## src/rtl/ldm_stm_sequencer_pkg.sv

```systemverilog
// Shared constants, FSM encoding and address helper for the LDM/STM sequencer.
// StBaseWb exists only when LDM_STM_WB_EN is defined.
package ldm_stm_sequencer_pkg;

  localparam int unsigned NREGS     = 16;
  localparam int unsigned RAW       = 4;
  localparam int unsigned DW        = 32;
  localparam int unsigned ADDR_STEP = 4;

  typedef enum logic [2:0] {
    StIdle   = 3'd0,
    StXfer   = 3'd1,
    StLoadWb = 3'd2,
`ifdef LDM_STM_WB_EN
    StBaseWb = 3'd4,
`endif
    StDone   = 3'd3
  } state_e;

  // Byte address of the k-th transfer; wraps modulo 2^DW.
  function automatic logic [DW-1:0] addr_at(input logic [DW-1:0] base, input logic [RAW:0] k);
    return base + DW'(ADDR_STEP) * DW'(k);
  endfunction

endpackage

```

## src/rtl/ldm_stm_sequencer_if.sv

```systemverilog
// Control, register-file and data-memory signals of the LDM/STM sequencer.
// master = sequencer side, slave = control unit / register file / memory side.
interface ldm_stm_sequencer_if;
  import ldm_stm_sequencer_pkg::*;

  logic             start;
  logic             is_load;
  logic [NREGS-1:0] reg_list;
  logic [DW-1:0]    base_addr;
  logic [RAW-1:0]   base_reg;
  logic             wb_req;
  logic             busy;
  logic             done;
  logic [RAW-1:0]   rf_read_reg;
  logic [DW-1:0]    rf_read_data;
  logic [RAW-1:0]   rf_write_reg;
  logic [DW-1:0]    rf_write_data;
  logic             rf_reg_write;
  logic [DW-1:0]    mem_addr;
  logic [DW-1:0]    mem_wdata;
  logic             mem_write;
  logic             mem_read;
  logic [DW-1:0]    mem_rdata;

  modport master (
    input  start, is_load, reg_list, base_addr, base_reg, wb_req, rf_read_data, mem_rdata,
    output busy, done, rf_read_reg, rf_write_reg, rf_write_data, rf_reg_write,
           mem_addr, mem_wdata, mem_write, mem_read
  );

  modport slave (
    output start, is_load, reg_list, base_addr, base_reg, wb_req, rf_read_data, mem_rdata,
    input  busy, done, rf_read_reg, rf_write_reg, rf_write_data, rf_reg_write,
           mem_addr, mem_wdata, mem_write, mem_read
  );

endinterface

```

## src/rtl/ldm_stm_sequencer_reg_list_pri_enc.sv

```systemverilog
// Lowest-set-bit index and any-set flag over a register bitmap (reg_list_pri_enc).
module ldm_stm_sequencer_reg_list_pri_enc #(
  parameter int unsigned NREGS = 16,
  parameter int unsigned RAW   = 4
) (
  input  logic [NREGS-1:0] i_list,
  output logic [RAW-1:0]   o_idx,
  output logic             o_any
);

  // Descending scan so the lowest set bit is the last one to assign.
  always_comb begin
    o_idx = '0;
    for (int i = NREGS - 1; i >= 0; i--) begin
      if (i_list[i]) o_idx = RAW'(i);
    end
  end

  assign o_any = |i_list;

endmodule

```

## src/rtl/ldm_stm_sequencer.sv

```systemverilog
// LDM/STM block-transfer sequencer: walks a register list, ascending, increment-after.
// Optional base-register writeback is built when LDM_STM_WB_EN is defined.
module ldm_stm_sequencer
  import ldm_stm_sequencer_pkg::*;
(
  input logic           i_clk,
  input logic           i_rst,
  ldm_stm_sequencer_if.master io_bus
);

  state_e           r_state, w_state_d, w_after;
  logic [NREGS-1:0] r_pending, w_pending_clr;
  logic             r_is_load;
  logic [DW-1:0]    r_base, w_addr;
  logic [RAW:0]     r_count;
  logic [RAW-1:0]   w_idx;
  logic             w_any, w_step, w_accept;

  ldm_stm_sequencer_reg_list_pri_enc #(
    .NREGS (NREGS),
    .RAW   (RAW)
  ) u_pri_enc (
    .i_list (r_pending),
    .o_idx  (w_idx),
    .o_any  (w_any)
  );

  assign w_accept      = (r_state == StIdle) && io_bus.start;
  assign w_pending_clr = r_pending & ~(NREGS'(1) << w_idx);
  assign w_addr        = addr_at(r_base, r_count);
  assign w_step        = w_any && (((r_state == StXfer) && !r_is_load) || (r_state == StLoadWb));

`ifdef LDM_STM_WB_EN
  logic           r_wb_go;
  logic [RAW-1:0] r_base_reg;

  // A loaded base register keeps the loaded value, so writeback is dropped.
  always_ff @(posedge i_clk) begin
    if (i_rst) begin
      r_wb_go    <= 1'b0;
      r_base_reg <= '0;
    end else if (w_accept) begin
      r_wb_go    <= io_bus.wb_req && (|io_bus.reg_list) &&
                    !(io_bus.is_load && io_bus.reg_list[io_bus.base_reg]);
      r_base_reg <= io_bus.base_reg;
    end
  end

  assign w_after = r_wb_go ? StBaseWb : StDone;
`else
  logic w_unused_wb;
  assign w_unused_wb = ^{io_bus.base_reg, io_bus.wb_req};
  assign w_after     = StDone;
`endif

  always_ff @(posedge i_clk) begin
    if (i_rst) r_state <= StIdle;
    else       r_state <= w_state_d;
  end

  always_comb begin
    w_state_d = r_state;
    unique case (r_state)
      StIdle: begin
        if (io_bus.start) w_state_d = (|io_bus.reg_list) ? StXfer : StDone;
      end
      StXfer: begin
        if (!w_any)                 w_state_d = w_after;
        else if (r_is_load)         w_state_d = StLoadWb;
        else if (|w_pending_clr)    w_state_d = StXfer;
        else                        w_state_d = w_after;
      end
      StLoadWb: w_state_d = (|w_pending_clr) ? StXfer : w_after;
`ifdef LDM_STM_WB_EN
      StBaseWb: w_state_d = StDone;
`endif
      StDone:   w_state_d = StIdle;
      default:  w_state_d = StIdle;
    endcase
  end

  always_ff @(posedge i_clk) begin
    if (i_rst) begin
      r_pending <= '0;
      r_is_load <= 1'b0;
      r_base    <= '0;
      r_count   <= '0;
    end else if (w_accept) begin
      r_pending <= io_bus.reg_list;
      r_is_load <= io_bus.is_load;
      r_base    <= io_bus.base_addr;
      r_count   <= '0;
    end else if (w_step) begin
      r_pending <= w_pending_clr;
      r_count   <= r_count + 1'b1;
    end
  end

  always_comb begin
    io_bus.busy          = (r_state != StIdle);
    io_bus.done          = 1'b0;
    io_bus.rf_read_reg   = '0;
    io_bus.rf_write_reg  = '0;
    io_bus.rf_write_data = '0;
    io_bus.rf_reg_write  = 1'b0;
    io_bus.mem_addr      = '0;
    io_bus.mem_wdata     = '0;
    io_bus.mem_write     = 1'b0;
    io_bus.mem_read      = 1'b0;
    unique case (r_state)
      StXfer: begin
        io_bus.mem_addr = w_addr;
        if (r_is_load) begin
          io_bus.mem_read = 1'b1;
        end else begin
          io_bus.rf_read_reg = w_idx;
          io_bus.mem_wdata   = io_bus.rf_read_data;
          io_bus.mem_write   = 1'b1;
        end
      end
      StLoadWb: begin
        io_bus.rf_write_reg  = w_idx;
        io_bus.rf_write_data = io_bus.mem_rdata;
        io_bus.rf_reg_write  = 1'b1;
      end
`ifdef LDM_STM_WB_EN
      StBaseWb: begin
        io_bus.rf_write_reg  = r_base_reg;
        io_bus.rf_write_data = w_addr;
        io_bus.rf_reg_write  = 1'b1;
      end
`endif
      StDone:  io_bus.done = 1'b1;
      default: ;
    endcase
  end

endmodule

```

## src/flat_wrapper.sv

```systemverilog
// flat-port wrapper written by rule: the top's interface ports become plain ports
module ldm_stm_sequencer_flat import ldm_stm_sequencer_pkg::*;
  (i_clk, i_rst, io_bus_start, io_bus_is_load, io_bus_reg_list, io_bus_base_addr, io_bus_base_reg, io_bus_wb_req, io_bus_rf_read_data, io_bus_mem_rdata, io_bus_busy, io_bus_done, io_bus_rf_read_reg, io_bus_rf_write_reg, io_bus_rf_write_data, io_bus_rf_reg_write, io_bus_mem_addr, io_bus_mem_wdata, io_bus_mem_write, io_bus_mem_read);
  ldm_stm_sequencer_if io_bus_i ();
  input logic i_clk;
  input logic i_rst;
  input wire logic [$bits(io_bus_i.start)-1:0] io_bus_start;
  input wire logic [$bits(io_bus_i.is_load)-1:0] io_bus_is_load;
  input wire logic [$bits(io_bus_i.reg_list)-1:0] io_bus_reg_list;
  input wire logic [$bits(io_bus_i.base_addr)-1:0] io_bus_base_addr;
  input wire logic [$bits(io_bus_i.base_reg)-1:0] io_bus_base_reg;
  input wire logic [$bits(io_bus_i.wb_req)-1:0] io_bus_wb_req;
  input wire logic [$bits(io_bus_i.rf_read_data)-1:0] io_bus_rf_read_data;
  input wire logic [$bits(io_bus_i.mem_rdata)-1:0] io_bus_mem_rdata;
  output wire logic [$bits(io_bus_i.busy)-1:0] io_bus_busy;
  output wire logic [$bits(io_bus_i.done)-1:0] io_bus_done;
  output wire logic [$bits(io_bus_i.rf_read_reg)-1:0] io_bus_rf_read_reg;
  output wire logic [$bits(io_bus_i.rf_write_reg)-1:0] io_bus_rf_write_reg;
  output wire logic [$bits(io_bus_i.rf_write_data)-1:0] io_bus_rf_write_data;
  output wire logic [$bits(io_bus_i.rf_reg_write)-1:0] io_bus_rf_reg_write;
  output wire logic [$bits(io_bus_i.mem_addr)-1:0] io_bus_mem_addr;
  output wire logic [$bits(io_bus_i.mem_wdata)-1:0] io_bus_mem_wdata;
  output wire logic [$bits(io_bus_i.mem_write)-1:0] io_bus_mem_write;
  output wire logic [$bits(io_bus_i.mem_read)-1:0] io_bus_mem_read;
  assign io_bus_i.start = io_bus_start;
  assign io_bus_i.is_load = io_bus_is_load;
  assign io_bus_i.reg_list = io_bus_reg_list;
  assign io_bus_i.base_addr = io_bus_base_addr;
  assign io_bus_i.base_reg = io_bus_base_reg;
  assign io_bus_i.wb_req = io_bus_wb_req;
  assign io_bus_i.rf_read_data = io_bus_rf_read_data;
  assign io_bus_i.mem_rdata = io_bus_mem_rdata;
  assign io_bus_busy = io_bus_i.busy;
  assign io_bus_done = io_bus_i.done;
  assign io_bus_rf_read_reg = io_bus_i.rf_read_reg;
  assign io_bus_rf_write_reg = io_bus_i.rf_write_reg;
  assign io_bus_rf_write_data = io_bus_i.rf_write_data;
  assign io_bus_rf_reg_write = io_bus_i.rf_reg_write;
  assign io_bus_mem_addr = io_bus_i.mem_addr;
  assign io_bus_mem_wdata = io_bus_i.mem_wdata;
  assign io_bus_mem_write = io_bus_i.mem_write;
  assign io_bus_mem_read = io_bus_i.mem_read;
  ldm_stm_sequencer u_core (.i_clk(i_clk), .i_rst(i_rst), .io_bus(io_bus_i));
endmodule
```

## config.mk

```make
export PLATFORM = sky130hd
export DESIGN_NAME = ldm_stm_sequencer_flat
export DESIGN_NICKNAME = d
export VERILOG_FILES = /design/src/rtl/ldm_stm_sequencer_pkg.sv /design/src/rtl/ldm_stm_sequencer_if.sv /design/src/rtl/ldm_stm_sequencer_reg_list_pri_enc.sv /design/src/rtl/ldm_stm_sequencer.sv /design/src/flat_wrapper.sv
export SDC_FILE = /design/constraint.sdc
export NUM_CORES = 1
export LEC_CHECK = 0
export CAP_MARGIN = 20
export CORE_ASPECT_RATIO = 1.5
export CORE_MARGIN = 1
export CORE_UTILIZATION = 36
export CTS_CLUSTER_SIZE = 28
export DETAILED_ROUTE_END_ITERATION = 8
export PLACE_DENSITY = 0.79
export REMOVE_ABC_BUFFERS = 1
export SLEW_MARGIN = 10
export SYNTH_ARGS = -nofsm -noshare
export SYNTH_HDL_FRONTEND = slang
export SYNTH_SLANG_ARGS = --single-unit
```

## constraint.sdc

```tcl
create_clock -name i_clk -period 2.75 [get_ports i_clk]
set_input_delay 0.4125 -clock i_clk [delete_from_list [all_inputs] [get_ports i_clk]]
set_output_delay 0.4125 -clock i_clk [all_outputs]
set_load 0.05 [all_outputs]
```

# Word level (Yosys, flattened, before mapping)
# Index checks and enable logic that the tools add are counted.
totals:
  inputBits: 121
  elab_cells: 63
  out_inout_bits: 109
  reg_bits: 57
op_classes:
  reduce_logical: 12
  n_shift: 1
  muxes: 37
  n_bitwise: 2
  eq_ne: 4
  n_addsub: 2
op_table:
  columns: ["operator", "count"]
  rows:
  - ["$mux 32", 4]
  - ["$mux 4", 19]
  - ["$reduce_or 16->1", 3]
  - ["$add 32x7->32", 1]
  - ["$mux 16", 2]
  - ["$and 16x16->16", 1]
  - ["$not 16->16", 1]
  - ["$shl 1x4->16 const A", 1]
  - ["$mux 3", 3]
  - ["$pmux 3 s3", 1]
  - ["$eq 3x2->1 const B", 2]
  - ["$mux 1", 6]
  - ["$add 5x1->5 const B", 1]
  - ["$mux 2", 2]
  - ["$eq 3x1->1 const B", 1]
  - ["$logic_and 1x1->1", 3]
  - ["$logic_not 3->1", 1]
  - ["$reduce_bool 3->1", 1]
  - ["$ne 2x2->1 const B", 1]
  - ["$reduce_bool 2->1", 1]
  - ["$reduce_or 2->1", 1]
  - ["$logic_not 1->1", 1]
  - ["$logic_or 1x1->1", 1]

# Longest topological paths before layout
depth:
  ltp_word: 24
  depth_mapped: 8
  mapped_depth_nobuf: 8

# By module
# A second synthesis with hierarchy kept.
unflattened:
  cells_unflattened: 550
  area_unflattened_um2: 3930.0
modules_own_cells:
  columns: ["mod", "area_per_inst_um2", "instances", "seq_area_each_um2", "cells_per_inst"]
  rows:
  - ["ldm_stm_sequencer", 3753.6, 1, 1121.1, 516]
  - ["ldm_stm_sequencer_reg_list_pri_enc", 176.4, 1, 0.0, 34]

# Least setup slack after synthesis
# OpenSTA, ideal clock, no wires.
synth_path:
  kind: "register to output"
  start: "reg u_core.r_count[0]"
  end: "out io_bus_mem_addr[30]"
  setup_slack_ns: -0.731
  path_stages_with_launch: 8
  required_ns: 2.338
  t_arrival_ns: 3.069
  n_path_buf: 0
  path_cell_list: "dfxtp_1 ha_1 fa_1 a21oi_1 o21bai_1 a21oi_1 or4_1 o31ai_1"
synth_via:
  elab_chain_len: 2
synth_lines:
  columns: ["item", "line", "source"]
  rows:
  - ["from (decl)", "ldm_stm_sequencer.sv:15", "logic [RAW:0] r_count;"]
  - ["from (signal assigned)", "ldm_stm_sequencer.sv:95", "r_count <= r_count + 1'b1;"]
  - ["$add 32x7->32", "ldm_stm_sequencer_pkg.sv:22", "return base + DW'(ADDR_STEP) * DW'(k);"]
  - ["$mux 32", "ldm_stm_sequencer.sv:110", "unique case (r_state)"]
  - ["to (decl)", "flat_wrapper.sv:21", "output wire logic [$bits(io_bus_i.mem_addr)-1:0] io_bus_mem_addr;"]
# No other way between the ends.

# Final worst setup path
layout_path:
  start: "reg u_core.r_count[1]"
  end: "out io_bus_mem_addr[31]"
# Same word-level chain as after synthesis.

==> out/results.txt <==
Status: finished with violations
Failing checks: negative setup slack
Crit start category: register
Final Cell Area: 7520 µm²
Core Box Area: 11100 µm²
Final Hold Vio Count: 0
Drc violations: 0
Total number of H-tree levels: 2
DIE AREA: 11900 µm²
Crit end category: output port
Largest net degree at the start of global routing: 49
Synth warn: 0
Slew @ Worst Pin: 0.724 ns
Die W: 89.3 µm
Relative slew slack: 0.517
Worst endpoint data arrival time: 2.54 ns
Initial DRT Pass Iterations: 5
DRT antenna net count: 0
Async set-reset flop share out of synthesis: 0
Worst skew pair latency: 0.29 ns
All-Layer GR Usage: 0.281
Routed WL: 17200 µm
Clock buffer depth: 2
CP Buf/Inv Count: 3
WS Path Type: reg2out
CP Data Required Time: 2.34 ns
Final worst slack: -0.200 ns
Slowest stage delay, CP: 0.51 ns
Maximum VDD drop: 0.534 mV
CP Max Fanout: 5
ANT cells: 0
Post-synth top area share: 0.273
Initial Util: 0.372
Non-filler cells in the finished layout: 970
Final worst path period share: 1.07
Reg clk slew, reported paths: 0.07 ns
Pleak: 3.12 nW
Max capacitance violation total: 0
Initial DRC Count: 253
TritonCTS clock tree: yes
TritonCTS buffer count: 5
Num rows: 47
Post-DP Area: 6890 µm²
Largest register FFs: 32
Synth unique cells: 64
Initial antenna violation count: 0
Cell breakdown of the critical path: buf_6 > ha_4 > a21o_1 > a21oi_2 > o21bai_1 > a21oi_1 > buf_4 > or4_4 > mux2i_4 > buf_12
Global route total overflow: 0
Seq/Total Area, Yosys: 0.273
WHS: 0.447 ns
Post-DP HPWL: 12700 µm
Vias/cell: 5.49
Min-delay worst type: in2reg
CTS sink cnt: 56
RSZ-0062 raised after global routing: true
First-pass GRT wire length: 26100 µm
Nets: 951
Root Driver: clkbuf_16
I/O Buffers: 224
Synthesized cell area: 4110 µm²
Layout Skew: 0.00471 ns
FMAX: 0.339 GHz
Most area-hungry cell type in the Yosys netlist: dfxtp_1
Final setup viols: 19
Slowest cell on crit path: or4_4
Post-route minimum period: 2.95 ns
Vias: 5325
EDFF count, synth: 0
Die Y-Extent: 133 µm
Syn Area/Cell: 7.11 µm²
Final number of max-transition violations: 0
DR WL/cell: 17.7 µm
Io pins: 230
Top cells by count, synth: nand2_1 (103), a21oi_1 (60), dfxtp_1 (56)
Synthesis-to-layout area growth: 82.7%
Main synth FF type: dfxtp_1
Top cells by area, synth: dfxtp_1 (27%), nand2_1 (9.4%), a21oi_1 (7.3%)
CP top delay family: simple AND/OR/NAND/NOR gates
Tot Pwr: 4.11 mW
DP Cell Count: 951
Pwr/cell area: 546 nW/µm²
Most common cell in the synthesized netlist: nand2_1
Number of synthesized register bits: 56
Fraction of layout cells with a size suffix above 1: 0.292
Number of global-route vias before repair: 5262
Post-Syn Instances: 579
GPL Wtd Cong: 1.01
==> layout by cell type (no fill, tap or decap), types with 4 or more instances in the layout <==
cell type	instances
o22ai_1	4
nor2_2	8
and2_1	39
o21ai_0	9
o21ai_1	8
buf_4	117
nor4_4	4
nor3_1	10
nor4_2	4
a21oi_1	51
xnor2_1	12
buf_6	5
a31oi_1	12
nand4_1	9
o211ai_1	4
nand2b_1	10
dfxtp_1	51
nor4_1	8
dfxtp_2	5
nand3_1	17
and3_1	34
buf_12	36
nor2_1	31
nand2_1	103
ha_1	4
or3_4	4
a21oi_4	6
clkdlybuf4s50_1	117
or4_4	4
a41o_1	4
inv_1	12
clkbuf_16	6
==> cell families after synthesis <==
group,count (synthesis),share of synthesized area
muxes,6,0.0146
buffers and inverters,54,0.0563
xor gates and xnor gates,17,0.0362
DFF,56,0.273
and+or+nand+nor,306,0.384
AOI/OAI and AO/OA,133,0.213
adders and majority gates,7,0.0231
==> worst paths after layout <==
check / start / end / slack, ns / cells after the start
setup / recovery: u_core.r_count[1] / io_bus_mem_addr[31] / -0.20 / 10
hold / removal: i_rst / u_core.r_pending[15] / 0.45 / 2
setup reg to reg: u_core.r_pending[8] / u_core.r_state[1] / 0.35 / 7
hold reg to reg: u_core.r_base[0] / u_core.r_base[0] / 0.45 / 2
==> routing by layer <==
metal	track usage	up-vias	share of wire
li1	-	2531	-
met1	0.303	2488	0.36
met2	0.517	260	0.54
met3	0.0399	46	0.064
met4	0.140	0	0.036
met5	0	-	0
==> layout make-up <==
cell class	instances	area [µm²]
Clock buffer	6	129
Clock inverter	1	5.00
Fill cell	896	3540
Inverter	12	45.0
Multi-Input combinational cell	469	3120
Sequential cell	56	1130
Tap cell	147	184
Timing Repair Buffer	279	2900
==> where the power goes <==
group          internal (mW)  switching [mW]  total (mW)
combinational          0.957            1.50        2.46
sequential             0.903           0.124        1.03
clock                  0.332           0.285       0.617
==> stage by stage <==
stage          TNS, ns  worst slack, ns  utilization
6_report         -2.46           -0.200        0.680
5_1_grt          -4.35           -0.291        0.680
4_1_cts          -2.14           -0.199        0.668
3_5_place_dp    -0.586           -0.201        0.623
3_3_place_gp    -0.507           -0.203        0.623
2_1_floorplan    -7.55            -1.09            -
==> timing repair <==
item / CTS / global route
pin swaps: 33 / 21
endpoints found under the setup margin: 25 / 26
hold buffers: 0 / 0
endpoints found under the hold margin: 0 / 0
buffers inserted: 10 / 6
cloned: 1 / 0
gates resized for setup: 60 / 24
(Power assumes the default switching activity.)
